<file path="config.mk">
export PLATFORM = sky130hd
export DESIGN_NAME = systolic_feeder_flat
export DESIGN_NICKNAME = d
export VERILOG_FILES = /design/src/rtl/systolic_feeder_if.sv /design/src/rtl/systolic_feeder.sv /design/src/flat_wrapper.sv
export SDC_FILE = /design/constraint.sdc
export NUM_CORES = 1
export LEC_CHECK = 0
export CELL_PAD_IN_SITES_DETAIL_PLACEMENT = 1
export CELL_PAD_IN_SITES_GLOBAL_PLACEMENT = 2
export CORE_MARGIN = 2
export CORE_UTILIZATION = 34
export DETAILED_ROUTE_END_ITERATION = 10
export GPL_TIMING_DRIVEN = 0
export PLACE_DENSITY_LB_ADDON = 0.25
export SLEW_MARGIN = 0
export SYNTH_ARGS = -nofsm -noshare
export SYNTH_HDL_FRONTEND = slang
export SYNTH_SLANG_ARGS = --single-unit
</file>
<file path="constraint.sdc">
create_clock -name clk -period 3.7 [get_ports clk]
set_clock_uncertainty 0.05 [all_clocks]
set_input_delay 0.74 -clock clk [delete_from_list [all_inputs] [get_ports clk]]
set_output_delay 0.74 -clock clk [all_outputs]
set_load 0.1 [all_outputs]
</file>
<file path="src/rtl/systolic_feeder_if.sv">
// Bus bundle between the tile source, the systolic feeder and the array.
// Valid/ready on the input beat: a beat transfers on a rising clock edge
// where in_valid and in_ready are both high; the source keeps in_act and
// in_weight stable while in_valid is high and in_ready is low. The array
// side (activations, weights, load) has no back-pressure.
interface systolic_feeder_if #(
    parameter int ARRAY_SIZE = 4,
    parameter int DATA_WIDTH = 4
);
    localparam int BUS_W = ARRAY_SIZE * DATA_WIDTH;

    // Input beat port
    logic             in_valid;
    logic             in_ready;
    logic [BUS_W-1:0] in_act;
    logic [BUS_W-1:0] in_weight;

    // Array-facing side
    logic [BUS_W-1:0] activations;
    logic [BUS_W-1:0] weights;
    logic             load;
    logic             busy;
    logic             done;

    // Feeder side
    modport slave (
        input  in_valid,
        input  in_act,
        input  in_weight,
        output in_ready,
        output activations,
        output weights,
        output load,
        output busy,
        output done
    );

    // Tile source / array / bench side
    modport master (
        output in_valid,
        output in_act,
        output in_weight,
        input  in_ready,
        input  activations,
        input  weights,
        input  load,
        input  busy,
        input  done
    );
endinterface

</file>
<file path="src/rtl/systolic_feeder.sv">
// Systolic array feeder: buffers one activation tile and one weight tile
// (one beat per step k), then replays them as diagonally skewed wavefronts
// where lane i lags lane 0 by i cycles, drains with zeros so the last partial
// sums reach the output row, and pulses done before taking the next tile.
module systolic_feeder #(
    parameter int ARRAY_SIZE   = 4,
    parameter int DATA_WIDTH   = 4,
    parameter int DRAIN_CYCLES = ARRAY_SIZE
) (
    input  logic                 clk,
    input  logic                 reset,     // asynchronous, active low
    systolic_feeder_if.slave     bus,
    output logic [1:0]           dbg_state  // current FSM state, for checkers
);

    localparam int BUS_W     = ARRAY_SIZE * DATA_WIDTH;
    localparam int BEAT_W    = (ARRAY_SIZE > 1) ? $clog2(ARRAY_SIZE) : 1;
    localparam int LAST_STEP = 2 * ARRAY_SIZE - 2;
    localparam int CNT_MAX   = (LAST_STEP > DRAIN_CYCLES) ? LAST_STEP : DRAIN_CYCLES;
    // One spare code so the width is never zero and always holds ARRAY_SIZE
    localparam int CNT_W     = $clog2(CNT_MAX + 2);

    typedef enum logic [1:0] {
        S_FILL   = 2'd0,
        S_STREAM = 2'd1,
        S_DRAIN  = 2'd2,
        S_DONE   = 2'd3
    } state_t;

    state_t               state_q, state_d;
    logic [BEAT_W-1:0]    beat_q, beat_d;
    logic [CNT_W-1:0]     step_q, step_d;
    logic [BUS_W-1:0]     act_q, act_d;
    logic [BUS_W-1:0]     wgt_q, wgt_d;

    // Tile buffers indexed [beat k][lane]; activations hold A[lane][k],
    // weights hold W[k][lane]. Both read back at beat index (step - lane).
    logic [DATA_WIDTH-1:0] act_buf_q [ARRAY_SIZE][ARRAY_SIZE];
    logic [DATA_WIDTH-1:0] act_buf_d [ARRAY_SIZE][ARRAY_SIZE];
    logic [DATA_WIDTH-1:0] wgt_buf_q [ARRAY_SIZE][ARRAY_SIZE];
    logic [DATA_WIDTH-1:0] wgt_buf_d [ARRAY_SIZE][ARRAY_SIZE];

    logic                 accept;
    logic [CNT_W-1:0]     sel_step;
    logic [CNT_W-1:0]     diff;
    logic [BUS_W-1:0]     skew_act;
    logic [BUS_W-1:0]     skew_wgt;

    assign accept = (state_q == S_FILL) && bus.in_valid;

    // Buffer write: the accepted beat lands at index beat_q in every lane
    always_comb begin
        act_buf_d = act_buf_q;
        wgt_buf_d = wgt_buf_q;
        if (accept) begin
            for (int l = 0; l < ARRAY_SIZE; l++) begin
                act_buf_d[beat_q][l] = bus.in_act[l*DATA_WIDTH +: DATA_WIDTH];
                wgt_buf_d[beat_q][l] = bus.in_weight[l*DATA_WIDTH +: DATA_WIDTH];
            end
        end
    end

    // Tile storage carries no reset; contents are only read after a full fill
    always_ff @(posedge clk) begin
        act_buf_q <= act_buf_d;
        wgt_buf_q <= wgt_buf_d;
    end

    // Skewed wavefront for the step about to be shown. Reading the *_d view
    // lets the final beat feed step 0 on the same edge it is accepted.
    always_comb begin
        sel_step = (state_q == S_FILL) ? '0 : (step_q + CNT_W'(1));
        diff     = '0;
        skew_act = '0;
        skew_wgt = '0;
        for (int l = 0; l < ARRAY_SIZE; l++) begin
            if (sel_step >= CNT_W'(l)) begin
                diff = sel_step - CNT_W'(l);
                if (diff < CNT_W'(ARRAY_SIZE)) begin
                    skew_act[l*DATA_WIDTH +: DATA_WIDTH] = act_buf_d[diff[BEAT_W-1:0]][l];
                    skew_wgt[l*DATA_WIDTH +: DATA_WIDTH] = wgt_buf_d[diff[BEAT_W-1:0]][l];
                end
            end
        end
    end

    // Next-state logic: fill beats, stream 2N-1 steps, drain, one done cycle
    always_comb begin
        state_d = state_q;
        beat_d  = beat_q;
        step_d  = step_q;
        act_d   = '0;
        wgt_d   = '0;
        case (state_q)
            S_FILL: begin
                if (accept) begin
                    if (beat_q == BEAT_W'(ARRAY_SIZE - 1)) begin
                        state_d = S_STREAM;
                        beat_d  = '0;
                        step_d  = '0;
                        act_d   = skew_act;
                        wgt_d   = skew_wgt;
                    end else begin
                        beat_d = beat_q + BEAT_W'(1);
                    end
                end
            end
            S_STREAM: begin
                if (step_q == CNT_W'(LAST_STEP)) begin
                    step_d  = '0;
                    state_d = (DRAIN_CYCLES == 0) ? S_DONE : S_DRAIN;
                end else begin
                    step_d = step_q + CNT_W'(1);
                    act_d  = skew_act;
                    wgt_d  = skew_wgt;
                end
            end
            S_DRAIN: begin
                // Buses stay zero; step_q counts drain cycles from 0
                if (int'(step_q) >= DRAIN_CYCLES - 1) begin
                    step_d  = '0;
                    state_d = S_DONE;
                end else begin
                    step_d = step_q + CNT_W'(1);
                end
            end
            S_DONE: begin
                state_d = S_FILL;
                beat_d  = '0;
            end
            default: begin
                state_d = S_FILL;
                beat_d  = '0;
                step_d  = '0;
            end
        endcase
    end

    // Control and output registers; reset aborts any tile at once
    always_ff @(posedge clk or negedge reset) begin
        if (!reset) begin
            state_q <= S_FILL;
            beat_q  <= '0;
            step_q  <= '0;
            act_q   <= '0;
            wgt_q   <= '0;
        end else begin
            state_q <= state_d;
            beat_q  <= beat_d;
            step_q  <= step_d;
            act_q   <= act_d;
            wgt_q   <= wgt_d;
        end
    end

    assign bus.activations = act_q;
    assign bus.weights     = wgt_q;
    assign bus.load        = (state_q == S_STREAM) || (state_q == S_DRAIN);
    assign bus.busy        = (state_q != S_FILL);
    assign bus.done        = (state_q == S_DONE);
    assign bus.in_ready    = (state_q == S_FILL);
    assign dbg_state       = state_q;

endmodule
</file>
<file path="src/flat_wrapper.sv">
// flat-port wrapper written by rule: the top's interface ports become plain ports
module systolic_feeder_flat 
#(
    parameter int ARRAY_SIZE   = 4,
    parameter int DATA_WIDTH   = 4,
    parameter int DRAIN_CYCLES = ARRAY_SIZE
)
  (clk, reset, dbg_state, bus_in_valid, bus_in_act, bus_in_weight, bus_in_ready, bus_activations, bus_weights, bus_load, bus_busy, bus_done);
  systolic_feeder_if #(.ARRAY_SIZE(ARRAY_SIZE), .DATA_WIDTH(DATA_WIDTH)) bus_i ();
  input  logic clk;
  input  logic reset;
  output logic [1:0] dbg_state;
  input wire logic [$bits(bus_i.in_valid)-1:0] bus_in_valid;
  input wire logic [$bits(bus_i.in_act)-1:0] bus_in_act;
  input wire logic [$bits(bus_i.in_weight)-1:0] bus_in_weight;
  output wire logic [$bits(bus_i.in_ready)-1:0] bus_in_ready;
  output wire logic [$bits(bus_i.activations)-1:0] bus_activations;
  output wire logic [$bits(bus_i.weights)-1:0] bus_weights;
  output wire logic [$bits(bus_i.load)-1:0] bus_load;
  output wire logic [$bits(bus_i.busy)-1:0] bus_busy;
  output wire logic [$bits(bus_i.done)-1:0] bus_done;
  assign bus_i.in_valid = bus_in_valid;
  assign bus_i.in_act = bus_in_act;
  assign bus_i.in_weight = bus_in_weight;
  assign bus_in_ready = bus_i.in_ready;
  assign bus_activations = bus_i.activations;
  assign bus_weights = bus_i.weights;
  assign bus_load = bus_i.load;
  assign bus_busy = bus_i.busy;
  assign bus_done = bus_i.done;
  systolic_feeder #(.ARRAY_SIZE(ARRAY_SIZE), .DATA_WIDTH(DATA_WIDTH), .DRAIN_CYCLES(DRAIN_CYCLES)) u_core (.clk(clk), .reset(reset), .bus(bus_i), .dbg_state(dbg_state));
endmodule
</file>
==> results of run 1 <==
-- synthesized netlist by cell type, drive strengths merged, types with 2 or more instances --
library cell	count	area share
mux2i	11	0.015
nand2	367	0.19
a221o	2	0.0028
a21oi	3	0.0021
nand3	10	0.0076
mux2	16	0.025
nor2	38	0.020
dfxtp	128	0.35
o21ai	11	0.0076
o221ai	17	0.020
or3	17	0.015
or4	2	0.0021
o31ai	9	0.0093
buf	18	0.012
dfrtp	39	0.13
clkbuf	33	0.017
o22ai	33	0.028
ha	21	0.036
o211ai	8	0.0083
inv	13	0.0067
or4b	2	0.0028
and3	7	0.0060
o32a	15	0.021
o32ai	26	0.044
-- flip-flops by register name, summed over array words and instances, names as in the netlist --
signal                  flops
u_core.act_buf_q           64
u_core.beat_q               2
u_core.bus.activations     16
u_core.bus.weights         16
u_core.dbg_state            2
u_core.step_q               3
u_core.wgt_buf_q           64
-- metal layers --
layer	track usage	vias up	wire length, um
met3	0.0345	22	824
met4	0.0552	0	299
met2	0.383	147	11800
met5	0	-	0
li1	-	3119	-
met1	0.304	3193	11600
-- kinds of logic (layout without fill, tap and decap cells) --
logic type	after synthesis	in the layout	synth area share
adder cells (fa/ha/maj)	21	21	0.0362
XOR/XNOR	1	1	0.00121
buffers and inverters	64	168	0.0357
AND/OR/NAND/NOR	446	446	0.246
multiplexers	27	27	0.0400
flip-flops	167	167	0.487
AO/OA/AOI/OAI	132	132	0.154
-- area by class of cell --
cell class                 instances  area share
sequential                       167       0.394
multi-input combinational        627       0.386
timing repair buffer              72      0.0816
clock buffer                      20      0.0532
tap                              275      0.0383
buffer                            51      0.0237
clock inverter                    12      0.0178
inverter                          13     0.00543
-- worst max-delay path, cell delays in order (launching register included) --
cell	delay, ns
dfrtp_2	0.39
inv_1	0.10
ha_1	0.20
buf_2	0.17
or2_1	0.25
inv_2	0.17
buf_2	0.27
clkbuf_4	0.29
ha_1	0.18
o32ai_1	0.10
or4b_1	0.51
buf_2	0.25
o32ai_2	0.40
-- power groups by stage --
stage	sequential, uW	combinational (uW)	clock, uW
after floorplan	3440	2440	0
after global placement	3030	3910	0
after detailed placement	3060	3980	0
after CTS	3020	4010	1970
after global routing	3120	4380	2050
final	3030	4010	1930
-- cell usage in the layout, fill, tap and decap left out, types with 3 or more instances in the layout --
master | netlist | layout
o32ai_1 | 14 | 14
buf_1 | 5 | 5
buf_2 | 12 | 12
clkbuf_1 | 33 | 33
o221ai_1 | 17 | 17
or3_1 | 17 | 17
nand3_1 | 9 | 9
inv_6 | 0 | 3
ha_1 | 21 | 21
o22ai_1 | 33 | 33
mux2_2 | 16 | 16
o211ai_1 | 8 | 8
dfxtp_1 | 128 | 128
o21ai_0 | 11 | 11
bufinv_16 | 0 | 3
o32a_1 | 15 | 15
o31ai_1 | 9 | 9
clkdlybuf4s50_1 | 0 | 70
nand2_1 | 367 | 367
clkbuf_16 | 0 | 18
nor2_1 | 38 | 38
a21oi_1 | 3 | 3
and3_1 | 7 | 7
o32ai_2 | 12 | 12
mux2i_1 | 11 | 11
dfrtp_1 | 39 | 37
inv_1 | 11 | 11
-- worst paths after layout --
kind                                              to                  from  depth (start not counted)  slack (ns)
max                        u_core.bus.activations[4]   u_core.dbg_state[0]                         12        0.23
min                        u_core.bus.activations[7]                 reset                          1        0.26
max reg2reg                u_core.bus.activations[4]   u_core.dbg_state[0]                         12        0.23
min reg2reg                     u_core.act_buf_q[50]  u_core.act_buf_q[50]                          2        0.39
max in group asynchronous        u_core.dbg_state[0]                 reset                          2        2.83
min in group clk                u_core.act_buf_q[50]  u_core.act_buf_q[50]                          2        0.39
-- through the flow --
step                hold WS, ns  setup WS (ns)   util  instance area [um2]
finish                    0.259          0.231  0.427                 8980
global route              0.291         0.0284  0.427                 8980
CTS                       0.275          0.219  0.427                 8980
detailed placement        0.379          0.228  0.397                 8340
global placement          0.377          0.232  0.396                 8320
floorplan                 0.366          0.135      -                 7270
-- repair_timing --
action | CTS | global route
endpoints found under the hold margin | 0 | 0
endpoints found under the setup margin | 0 | 2
resized for setup | 0 | 1
==> results.yml, run 1 <==
place:
  placed_cells: 1205
  io_buffers: 71
  place_congestion: 0.805
  hpwl_um: 17300
floorplan:
  fp.dieArea_mm2: 0.0225
  start_util: 0.346
  dieHeight_um: 150
  top_level_ports: 73
  row_count: 53
  die_w_um: 150
  core-area_mm2: 0.0210
setup_path:
  critPathArrivalTime_ns: 3.72
  cp-start-kind: "register"
  crit_type: "register to register"
  cp_data_required_time_ns: 3.95
  cp_max_fo: 11
  critPathCaptureType: "register"
yosys:
  ys_ff_latch: 167
  netlist_instances: 858
  synth_edf_count: 0
  synthFlopType: "dfxtp_1"
  yosys_warnings: 0
  yosysSeqAreaShare: 0.487
  syn_nets: 914
  synth_async_sr_flop_share: 0.234
  syn_area_mm2: 0.00726
  synth_cell_types: 41
  avgSynthCellArea_um2: 8.47
global_route:
  grt_max_degree: 21
  first_global_vias: 6666
  grt_usage: 0.226
  grt_pass1_wl_um: 38600
  overflow: 0
  antenna_found_initial: 0
final_layout:
  fill_cells: 2491
  fin_cells: 1237
  multi_input_area_mm2: 0.00347
  diodes: 0
  final_layout_size_suffix_gt1_frac: 0.0863
  ff_latch_area_mm2: 0.00354
  syn_to_final_growth_pct: 23.7
  fin_nets: 1005
cts:
  root_buffer: "clkbuf_16"
  clock-sinks: 167
  cts_setup_buffers: 0
  cts.path.max_buffers: 2
  clk_latency_ns: 0.43
  cts_htree_levels: 4
  cts.reportedPaths.clkPinSlew_ns: 0.06
  hold_buffers: 0
  numCtsBuffers: 17
  cts_tree: "done"
sta:
  finalSetupViolCount: 0
  setup_tns_ns: 0
  max_freq_ghz: 0.288
  worstMarginPinSlew_ns: 1.40
  fin_crit_ns: 3.47
  rsz0062_at_grt: "false"
  relSlewSlack: 0.0641
  drv_slew: 0
  fin_crit_sh: 0.938
  finalHoldViolations: 0
routing:
  via_per_inst: 5.24
  drcViolationCount: 0
  wire_per_inst_um: 19.8
  ant_nets: 0
  firstDrtPassIters: 4
  drt_iter0_markers: 319
  num_vias: 6481
  totalWireLength_um: 24500
pwr:
  swShare: 0.428
  ir_worst_vdd_mv: 0.444
  power_uw: 8970
  p_clk_frac: 0.215
  p_int_uw: 5130
  p_leak_uw: 0.00405
  seq_power_share: 0.338
  power_density_mw_per_mm2: 998
  netSwitchingPower_uw: 3840
  combPwrFrac: 0.447
outcome:
  outcome: "finished, final reports clean"
job:
  max_cap_viol_count: 0
hold_path:
  hp-class: "input port to asynchronous set/reset pin"
No activity file was read; power rests on OpenSTA's default activity.
==> run 2: changes to the inputs <==
--- a/config.mk
+++ b/config.mk
@@ -8,7 +8,7 @@
 export CELL_PAD_IN_SITES_DETAIL_PLACEMENT = 1
 export CELL_PAD_IN_SITES_GLOBAL_PLACEMENT = 2
 export CORE_MARGIN = 2
-export CORE_UTILIZATION = 34
+export CORE_UTILIZATION = 37
 export DETAILED_ROUTE_END_ITERATION = 10
 export GPL_TIMING_DRIVEN = 0
 export PLACE_DENSITY_LB_ADDON = 0.25
==> constraint.sdc (replaced) <==
create_clock -name clk -period 4.2 [get_ports clk]
set_clock_uncertainty 0.05 [all_clocks]
set_input_delay 0.84 -clock clk [delete_from_list [all_inputs] [get_ports clk]]
set_output_delay 0.84 -clock clk [all_outputs]
set_load 0.1 [all_outputs]
==> run 2 against run 1 <==
Effect of this change:
- clock power fell by 13%
- count of clock-buffer cells in the layout did not move
- first-iteration DRC count fell by 17%
- design area fell by 0.40%
- power fell by 12%
- worst setup slack improved by 0.40 ns
- sequential share of layout area rose by 0.13 points
- core utilization rose by 3.5 points
- largest power group unchanged
- highest routed layer unchanged
==> results.yml, run 2 (same netlist as run 1, synthesis figures left out) <==
cts:
  numCtsBuffers: 17
  cts_setup_buffers: 0
  clk_latency_ns: 0.42
  cts.path.max_buffers: 2
  cts_resized: 0
  root_buffer: "clkbuf_16"
  cts_htree_levels: 4
  cts_tree: "done"
  hold_buffers: 0
  clock-sinks: 167
  cts.reportedPaths.clkPinSlew_ns: 0.07
floorplan:
  fp.dieArea_mm2: 0.0208
  row_count: 51
  die_w_um: 144
  core-area_mm2: 0.0193
  dieHeight_um: 144
  top_level_ports: 73
  start_util: 0.376
setup_path:
  cp_data_required_time_ns: 4.45
  r2r_start: "u_core.dbg_state[0]"
  rr_worst_depth: 12
  critPathCaptureType: "register"
  r2r-end: "u_core.bus.activations[4]"
  critPathTopFamily: "buffers and inverters"
  crit_chain: "inv_1 -> ha_1 -> buf_2 -> or2_1 -> inv_2 -> buf_2 -> buf_2 -> ha_1 -> o32ai_1 -> or4b_1 -> buf_2 -> o32ai_2"
  crit_path_frequent_cell: "buf_2"
  crit_type: "register to register"
  slowest_delay_ns: 0.52
  cp-start-kind: "register"
  crit_start: "u_core.dbg_state[0]"
  critPathCapture: "u_core.bus.activations[4]"
  crit_buf_inv: 6
  slowest_stage: "or4b_1"
  cp_max_fo: 11
  reg2reg_slack_ns: 0.63
  worstSetupPathDepth: 12
  critPathArrivalTime_ns: 3.82
place:
  place_congestion: 0.784
  io_buffers: 71
  hpwl_um: 17200
  place_ws_ns: 0.671
  placed_cells: 1195
final_layout:
  final_layout_size_suffix_gt1_frac: 0.0812
  final_common_cell: "nand2_1"
  final_cell_mix: "nand2_1 (367), dfxtp_1 (128), clkdlybuf4s50_1 (70), dfrtp_1 (39), nor2_1 (38)"
  diodes: 0
  syn_to_final_growth_pct: 23.2
  reg_top3: "u_core.act_buf_q: 64 flops, u_core.wgt_buf_q: 64 flops"
  fin_cells: 1226
  fill_cells: 2303
  fin_nets: 1005
global_route:
  first_global_vias: 6778
  grt_max_degree: 22
  grt_usage: 0.246
  top_usage_layer: "met2"
  grtUsageMet3: 0.0430
  grtUsageMet2: 0.410
  antenna_found_initial: 0
  grt_use_met1: 0.329
  grt_pass1_wl_um: 38300
  overflow: 0
routing:
  drt_iter0_markers: 265
  wire_per_inst_um: 20.1
  ant_nets: 0
  drcViolationCount: 0
  via_per_inst: 5.32
  totalWireLength_um: 24600
  num_vias: 6525
  firstDrtPassIters: 5
pwr:
  swShare: 0.427
  p_clk_frac: 0.213
  ir_worst_vdd_mv: 0.322
  p_leak_uw: 0.00403
  netSwitchingPower_uw: 3370
  seq_power_share: 0.339
  power_density_mw_per_mm2: 882
  combPwrFrac: 0.448
  p_int_uw: 4520
outcome:
  outcome: "finished, final reports clean"
sta:
  setup_slack_ns: 0.628
  relSlewSlack: 0.116
  finalSetupViolCount: 0
  finalHoldViolations: 0
  drv_slew: 0
  fin_crit_ns: 3.57
  fin_crit_sh: 0.851
  setup_tns_ns: 0
  rsz0062_at_grt: "false"
  max_freq_ghz: 0.280
  hold_slack_ns: 0.338
  worstMarginPinSlew_ns: 1.32
job:
  max_cap_viol_count: 0
hold_path:
  hp-class: "input port to asynchronous set/reset pin"
run 2: cell types whose count changed in the layout (fill, tap and decap cells not counted), sizes merged:
cell	change
buf	+1
bufinv	+1
clkbuf	-1
clkinv	+1
inv	-3
run 2: power by group through the flow:
stage | Clock, uW | Combinational [uW] | Sequential, uW
2_1_floorplan | 0 | 2150 | 3030
3_3_place_gp | 0 | 3450 | 2670
3_5_place_dp | 0 | 3520 | 2690
4_1_cts | 1710 | 3540 | 2670
5_1_grt | 1790 | 3840 | 2750
6_report | 1680 | 3530 | 2680
run 2: metrics by stage:
step | power, uW | util | area (um2)
6_report | 7890 | 0.463 | 8950
3_5_place_dp | 6210 | 0.431 | 8330
5_1_grt | 8370 | 0.463 | 8950
3_3_place_gp | 6120 | 0.430 | 8310
4_1_cts | 7920 | 0.463 | 8950
2_1_floorplan | 5180 | - | 7260
run 2: routing by layer:
metal  share of wire  up-vias
met3           0.037       31
met5               0        -
li1                -     3121
met2            0.48      135
met4           0.019        0
met1            0.47     3238
run 2: how the worst min path moves through the flow:
stage                            end  cells past startpoint                 start  slack, ns
2_1_floorplan   u_core.act_buf_q[11]                      2  u_core.act_buf_q[11]       0.37
3_3_place_gp    u_core.act_buf_q[49]                      2  u_core.act_buf_q[49]       0.38
3_5_place_dp     u_core.act_buf_q[8]                      2   u_core.act_buf_q[8]       0.38
4_1_cts             u_core.step_q[0]                      1                 reset       0.34
5_1_grt        u_core.bus.weights[2]                      1                 reset       0.35
6_report            u_core.step_q[0]                      1                 reset       0.34
run 2: worst register-to-register path, stage by stage (launching register included):
cell     delay [ns]
dfrtp_1        0.41
inv_1          0.12
ha_1           0.20
buf_2          0.17
or2_1          0.25
inv_2          0.17
buf_2          0.27
buf_2          0.32
ha_1           0.21
o32ai_1        0.11
or4b_1         0.52
buf_2          0.24
o32ai_2        0.41
run 2: layout make-up:
type	instances	area [um2]	share of cell area
inverters	13	48.8	0.00545
plain buffers	51	210	0.0235
clock buffers	20	447	0.0499
multi-input cells	627	3470	0.387
repair buffers	72	733	0.0819
flip-flops and latches	167	3540	0.395
well taps	265	332	0.0371
clock inverters	11	173	0.0193
==> run 3: changes to the inputs <==
--- a/config.mk
+++ b/config.mk
@@ -7,7 +7,6 @@
 export LEC_CHECK = 0
 export CELL_PAD_IN_SITES_DETAIL_PLACEMENT = 1
 export CELL_PAD_IN_SITES_GLOBAL_PLACEMENT = 2
-export CORE_MARGIN = 2
 export CORE_UTILIZATION = 37
 export DETAILED_ROUTE_END_ITERATION = 10
 export GPL_TIMING_DRIVEN = 0
==> run 3 against run 2 <==
Effect of this change:
- sequential share of layout area increased by 0.22 points
- non-clock buffer count unchanged
- sequential power barely moved
- final cell count decreased by 0.33%
- critical path type unchanged
- largest power group unchanged
- highest routed layer unchanged
==> results.yml, run 3 (same netlist as run 1, synthesis figures left out) <==
outcome:
  outcome: "finished, final reports clean"
place:
  placed_cells: 1190
  hpwl_um: 16800
  place_congestion: 0.812
  io_buffers: 71
cts:
  cts.reportedPaths.clkPinSlew_ns: 0.07
  hold_buffers: 0
  root_buffer: "clkbuf_16"
  cts_tree: "done"
  clock-sinks: 167
  cts_htree_levels: 4
  cts.path.max_buffers: 2
  cts_setup_buffers: 0
  cts_resized: 0
  clk_latency_ns: 0.42
  numCtsBuffers: 17
floorplan:
  start_util: 0.383
  core-area_mm2: 0.0190
  fp.dieArea_mm2: 0.0202
  dieHeight_um: 142
  die_w_um: 142
  row_count: 50
  top_level_ports: 73
setup_path:
  slowest_delay_ns: 0.53
  critPathCaptureType: "register"
  critPathArrivalTime_ns: 3.83
  crit_type: "register to register"
  r2r_start: "u_core.dbg_state[0]"
  cp-start-kind: "register"
  crit_chain: "inv_1 -> ha_1 -> buf_2 -> or2_1 -> inv_2 -> buf_2 -> buf_2 -> ha_1 -> o32ai_1 -> or4b_1 -> buf_2 -> o32ai_2"
  crit_buf_inv: 6
  slowest_stage: "or4b_1"
  worstSetupPathDepth: 12
  cp_max_fo: 11
  critPathTopFamily: "buffers and inverters"
  rr_worst_depth: 12
  reg2reg_slack_ns: 0.63
  cp_data_required_time_ns: 4.45
  crit_path_frequent_cell: "buf_2"
  r2r-end: "u_core.bus.activations[4]"
final_layout:
  diodes: 0
  final_cell_mix: "nand2_1 (367), dfxtp_1 (128), clkdlybuf4s50_1 (70), dfrtp_1 (39), nor2_1 (38)"
  fin_cells: 1222
  fin_nets: 1005
  final_core_util: 0.469
  final_common_cell: "nand2_1"
  reg_top3: "u_core.act_buf_q: 64 flops, u_core.wgt_buf_q: 64 flops"
  syn_to_final_growth_pct: 22.5
  final_layout_size_suffix_gt1_frac: 0.0800
job:
  max_cap_viol_count: 0
global_route:
  overflow: 0
  grt_max_degree: 22
  grtUsageMet2: 0.414
  top_usage_layer: "met2"
  grt_use_met1: 0.331
  antenna_found_initial: 0
  grt_pass1_wl_um: 37300
  grtUsageMet3: 0.0404
  first_global_vias: 6565
  grt_usage: 0.246
routing:
  wire_per_inst_um: 19.5
  drt_iter0_markers: 279
  via_per_inst: 5.30
  totalWireLength_um: 23800
  num_vias: 6479
  drcViolationCount: 0
  ant_nets: 0
  firstDrtPassIters: 6
sta:
  fin_crit_ns: 3.57
  max_freq_ghz: 0.280
  relSlewSlack: 0.114
  finalSetupViolCount: 0
  setup_tns_ns: 0
  worstMarginPinSlew_ns: 1.33
  drv_slew: 0
  fin_crit_sh: 0.851
  finalHoldViolations: 0
  rsz0062_at_grt: "false"
hold_path:
  hp-class: "input port to asynchronous set/reset pin"
pwr:
  power_density_mw_per_mm2: 869
  ir_worst_vdd_mv: 0.361
  power_uw: 7730
  p_leak_uw: 0.00401
-- run 3: how the worst max path moves through the flow --
stage                        start                   endpoint
6_report       u_core.dbg_state[0]  u_core.bus.activations[4]
5_1_grt        u_core.dbg_state[0]  u_core.bus.activations[4]
4_1_cts        u_core.dbg_state[0]  u_core.bus.activations[4]
3_5_place_dp   u_core.dbg_state[0]  u_core.bus.activations[4]
3_3_place_gp   u_core.dbg_state[0]  u_core.bus.activations[4]
2_1_floorplan  u_core.dbg_state[0]  u_core.bus.activations[7]
-- run 3: layout make-up --
| class | instances | area (um2) |
|---|---|---|
| plain buffers | 51 | 210 |
| clock buffers | 22 | 454 |
| clock inverters | 10 | 121 |
| fillers | 2248 | 10100 |
| inverters | 13 | 48.8 |
| multi-input cells | 627 | 3470 |
| flip-flops and latches | 167 | 3540 |
| well taps | 260 | 325 |
| repair buffers | 72 | 733 |
-- run 3: power breakdown --
part	switching [uW]	leakage, uW	internal, uW
Sequential	371	0.00160	2300
Combinational	2310	0.00213	1210
Clock	655	0.000279	896
Total	3330	0.00401	4400
-- run 3: metrics by stage --
| step | area (um2) | worst slack, ns | hold slack [ns] |
|---|---|---|---|
| floorplan | 7260 | 0.306 | 0.366 |
| global placement | 8300 | 0.689 | 0.376 |
| detailed placement | 8320 | 0.664 | 0.383 |
| CTS | 8900 | 0.635 | 0.349 |
| global route | 8900 | 0.478 | 0.378 |
| finish | 8900 | 0.625 | 0.352 |
-- run 3: metal layers --
layer  routed length [um]  up-vias
li1                     -     3130
met1                11500     3224
met2                11400      111
met3                  831       14
met4                  165        0
met5                    0        -
-- run 3: worst register-to-register path, delay by kind of cell (launching register included) --
kind	cells	cell delay (ns)
adders and majority gates	2	0.41
DFF	1	0.41
AOI/OAI and AO/OA	2	0.50
and+or+nand+nor	2	0.77
buffers and inverters	6	1.32
